File: config.mk
export PLATFORM = sky130hd
export DESIGN_NAME = mux_sel_sequencer
export DESIGN_NICKNAME = d
export VERILOG_FILES = /design/src/rtl/mux_sel_sequencer.sv
export SDC_FILE = /design/constraint.sdc
export NUM_CORES = 1
export LEC_CHECK = 0
export BUFFER_PORTS_ARGS = -buffer_cell sky130_fd_sc_hd__buf_2
export CORE_AREA = 8 8 56 58
export DETAILED_ROUTE_END_ITERATION = 16
export DIE_AREA = 0 0 64 66
export GPL_ROUTABILITY_DRIVEN = 0
export PLACE_DENSITY = 0.86
export SLEW_MARGIN = 25
export SYNTH_ARGS = -nofsm -noshare
export SYNTH_HDL_FRONTEND = slang
export SYNTH_SLANG_ARGS = --single-unit
export TNS_END_PERCENT = 100
File: constraint.sdc
create_clock -name clk -period 3.89 [get_ports clk]
set_clock_uncertainty 0.2 [all_clocks]
set_input_delay 0.5835 -clock clk [delete_from_list [all_inputs] [get_ports clk]]
set_output_delay 0.5835 -clock clk [all_outputs]
set_load 0.005 [all_outputs]
File: src/rtl/mux_sel_sequencer.sv
// mux_sel_sequencer
//   Upstream control stage for a 2**SEL_W:1 mux. Accepts one DATA_W-bit word
//   over a valid/ready handshake, presents it on mux_in and sweeps sel through
//   every mux position, holding each position for HOLD cycles, so that the mux
//   output carries the word serially. A frame is marked by a one-cycle
//   frame_start (first position live) and a one-cycle frame_done (normal
//   completion). An abort (stop) returns to IDLE without frame_done.
//
//   Build option:
//     MUX_SEL_DESCEND_EN - when defined, the sweep runs from the top position
//                          down to 0 (MSB-first). Timing, handshake, abort and
//                          pulse behaviour are the same as the ascending build.
//
//   Constraints: DATA_W must equal 2**SEL_W; HOLD must be in 1..255.
module mux_sel_sequencer #(
  parameter int SEL_W  = 4,
  parameter int DATA_W = 16,
  parameter int HOLD   = 1
) (
  input  logic              clk,
  input  logic              rst,
  input  logic              load_valid,
  output logic              load_ready,
  input  logic [DATA_W-1:0] load_data,
  input  logic              stop,
  output logic [DATA_W-1:0] mux_in,
  output logic [SEL_W-1:0]  sel,
  output logic              sel_valid,
  output logic              frame_start,
  output logic              frame_done,
  output logic              busy
);

  // Hold counter is sized for the largest legal HOLD (255).
  localparam int CNT_W = 8;
  localparam logic [CNT_W-1:0] HOLD_LAST = CNT_W'(HOLD - 1);

  // First and last mux position of a frame, depending on sweep direction.
`ifdef MUX_SEL_DESCEND_EN
  localparam logic [SEL_W-1:0] SEL_FIRST = '1;
  localparam logic [SEL_W-1:0] SEL_LAST  = '0;
`else
  localparam logic [SEL_W-1:0] SEL_FIRST = '0;
  localparam logic [SEL_W-1:0] SEL_LAST  = '1;
`endif

  typedef enum logic {
    IDLE = 1'b0,
    SCAN = 1'b1
  } state_t;

  state_t             state_q, state_d;
  logic [DATA_W-1:0]  mux_in_q, mux_in_d;
  logic [SEL_W-1:0]   sel_q, sel_d;
  logic [CNT_W-1:0]   cnt_q, cnt_d;
  logic               sel_valid_q, sel_valid_d;
  logic               frame_start_q, frame_start_d;
  logic               frame_done_q, frame_done_d;

  // Next mux position in the sweep direction. Never called on SEL_LAST, so
  // it cannot wrap; the wrap back to 0 only happens on the return to IDLE.
  function automatic logic [SEL_W-1:0] sel_step(input logic [SEL_W-1:0] s);
`ifdef MUX_SEL_DESCEND_EN
    sel_step = s - SEL_W'(1);
`else
    sel_step = s + SEL_W'(1);
`endif
  endfunction

  // State and output registers; rst clears everything immediately.
  always_ff @(posedge clk or posedge rst) begin
    if (rst) begin
      state_q       <= IDLE;
      mux_in_q      <= '0;
      sel_q         <= '0;
      cnt_q         <= '0;
      sel_valid_q   <= 1'b0;
      frame_start_q <= 1'b0;
      frame_done_q  <= 1'b0;
    end else begin
      state_q       <= state_d;
      mux_in_q      <= mux_in_d;
      sel_q         <= sel_d;
      cnt_q         <= cnt_d;
      sel_valid_q   <= sel_valid_d;
      frame_start_q <= frame_start_d;
      frame_done_q  <= frame_done_d;
    end
  end

  // Next-state logic: accept in IDLE, hold/advance/finish or abort in SCAN.
  always_comb begin
    state_d       = state_q;
    mux_in_d      = mux_in_q;
    sel_d         = sel_q;
    cnt_d         = cnt_q;
    sel_valid_d   = sel_valid_q;
    frame_start_d = 1'b0;
    frame_done_d  = 1'b0;

    case (state_q)
      IDLE: begin
        // load_ready is high throughout IDLE, so valid alone means accept.
        // stop has no meaning here and is ignored.
        if (load_valid) begin
          mux_in_d      = load_data;
          sel_d         = SEL_FIRST;
          cnt_d         = '0;
          sel_valid_d   = 1'b1;
          frame_start_d = 1'b1;
          state_d       = SCAN;
        end
      end

      SCAN: begin
        if (stop) begin
          // Abort wins over any advance and produces no frame_done.
          state_d     = IDLE;
          sel_valid_d = 1'b0;
          sel_d       = '0;
          cnt_d       = '0;
        end else if (cnt_q < HOLD_LAST) begin
          cnt_d = cnt_q + CNT_W'(1);
        end else begin
          cnt_d = '0;
          if (sel_q == SEL_LAST) begin
            state_d      = IDLE;
            sel_valid_d  = 1'b0;
            frame_done_d = 1'b1;
            sel_d        = '0;
          end else begin
            sel_d = sel_step(sel_q);
          end
        end
      end

      default: begin
        state_d = IDLE;
      end
    endcase
  end

  assign load_ready  = (state_q == IDLE);
  assign busy        = (state_q == SCAN);
  assign mux_in      = mux_in_q;
  assign sel         = sel_q;
  assign sel_valid   = sel_valid_q;
  assign frame_start = frame_start_q;
  assign frame_done  = frame_done_q;

endmodule

==> results.yml <==
outcome:
  outcome: "finished, final reports clean"
timing:
  fin_setup_tns_ps: 0
  rsz0062_at_grt: "false"
  worst_pin_slew_ps: 979.2
  final_hold_viol_count: 0
  period_needed_ps: 2003
  setup_viol: 0
  fmax_mhz: 499.2
  post-route-period-util: 0.5150
  postLayoutSetupSlackWorst_ps: 1887
  slew_violations: 0
  slew_headroom: 0.3443
run:
  cap_violations: 0
yosys:
  synth_common_cells: "24 x dfrtp_1, 8 x mux2_2, 8 x mux2_4"
  async_flop_share: 1.000
  ys_ff_latch: 24
  ys.flop_type: "dfrtp_1"
  yosysWarningCount: 0
  synth_most_common_cell: "dfrtp_1"
  synth.top_cell.area_share: 0.6122
  synth-edff-count: 0
  syn_area_per_cell_um2: 14.43
  synth.net_count: 89
  seq_area_frac_synth: 0.6122
  syn_area_um2: 980.9
  synth.distinct_cells: 18
  syn_inst: 68
  ys_top_cells_by_area: "dfrtp_1 61%, mux2_4 12%, mux2_2 9.2%, o21ai_0 2.6%, buf_12 2.0%"
  yosys.area.top_type: "dfrtp_1"
setup_path:
  crit_path_end_kind: "flop"
  worstRegToRegCells: 2
  arrival_ps: 2000
  critPathMaxFanout: 18
  path_buf_inv: 0
  crit_slowest_cell: "nor2b_2"
  reg2reg_from: "busy"
  r2r-end: "mux_in[10]"
  max_stage_delay_ps: 790
  crit_family: "simple AND/OR/NAND/NOR gates"
  crit_required_ps: 3890
  path_class: "reg -> reg"
  reg2reg_slack_ps: 1890
  start_kind: "flop"
  cp_cell_sequence: "nor2b_2 -> mux2_2"
placed_design:
  portBuffers: 44
  hpwl_mm: 1.736
  placed_cell_area_mm2: 0.001210
  place_ws_ps: 1630
die:
  die_area_mm2: 0.004224
  std_cell_rows: 18
  start_util: 0.4229
  ios: 45
  coreArea_mm2: 0.002320
  die_width_um: 64
  die_height_um: 66
finish:
  n_antenna_cell: 0
  drive_gt1_frac: 0.5702
  final_area_mm2: 0.001262
  fill_cells: 197
  area_growth_pct: 28.70
  utilization: 0.5442
  multiInputGateArea_um2: 344.1
  nets: 136
  final-seq-area_um2: 600.6
drt:
  wl_per_cell_um: 15.24
  vias: 690
  detail-route-antenna-nets: 0
  viasPerCell: 4.792
  dr.pass1.iters: 4
  detail_route.iter0.violations: 8
  remaining_drc_errors: 0
  drt-total-wl_mm: 2.194
global_routing:
  first_global_vias: 772
  grt_max_degree: 25
  track_usage: 0.1041
  grt_pass1_wl_mm: 3.539
  antenna_found_initial: 0
  overflow: 0
power_and_ir_drop:
  irDropWorstVdd_mv: 0.2155
  power_uw: 642.9
  power_density_mw_per_mm2: 509.2
  p_leak_uw: 0.0006463
clocking:
  cts_tree: "yes"
  cts_buffer_depth: 2
  cts.clk_slew.worst_paths_ps: 130
  postCtsHoldBufs: 0
  htreeDepth: 1
  cts_buffers: 3
  root_buffer: "clkbuf_4"
  cts_resized: 0
  clock_sinks: 24
  clock_latency_ps: 310
  cts_setup_buffers: 0
min_path:
  hold_path_class: "in -> async"
## area by class of cell
cell class,count,area share
clock inverter,1,0.02379
tap,30,0.02973
multi-input combinational,40,0.2725
timing repair buffer,44,0.1744
inverter,2,0.005946
clock buffer,3,0.01784
sequential,24,0.4757
## registers in the layout, indices dropped and copies added (netlist names)
register,count
busy,1
sel_valid,1
sel,4
frame_done,1
mux_in,16
frame_start,1
## where the power goes
part / internal, µW / switching [µW]
logic: 87.1 / 58.7
clock network: 104 / 70.9
registers: 294 / 27.8
## how the worst max path moves through the flow
stage | endpoint | slack (ps) | start | cells past startpoint
detailed placement | mux_in[8] | 1630 | load_valid | 3
global route | mux_in[9] | 1770 | busy | 2
CTS | mux_in[10] | 1870 | busy | 2
global placement | mux_in[8] | 1690 | load_valid | 3
finish | mux_in[10] | 1890 | busy | 2
floorplan | mux_in[0] | 2280 | load_valid | 4
## per-layer routing
metal | vias to the layer above | wire length (µm) | track usage
met1 | 335 | 870 | 0.1021
met2 | 29 | 1141 | 0.1920
li1 | 322 | - | -
met3 | 4 | 139 | 0.03051
met4 | 0 | 42 | 0.05850
met5 | - | 0 | 0
## layout by cell type, fill, tap and decap left out, types with 2 or more instances in the layout
cell,n
buf_2,44
clkbuf_4,3
dfrtp_1,24
inv_1,2
mux2_2,8
mux2_4,8
nand2_1,5
nand3_1,3
nor2_1,2
o21ai_0,5
## logic make-up after synthesis
logic type / synth area share
flops: 0.6122
mux: 0.2143
simple gates: 0.08164
compound gates: 0.03060
buf+inv: 0.03954
xor+xnor: 0.008930
fa+ha+maj: 0.01275
## stage by stage
| stage | hold WS, ps | std cells |
|---|---|---|
| after floorplan | 305.3 | 68 |
| final | 217.6 | 144 |
| after CTS | 253.6 | 144 |
| after global routing | 264.1 | 144 |
| after global placement | 284.3 | 140 |
| after detailed placement | 289.1 | 140 |
No activity file was read; power rests on OpenSTA's default activity.
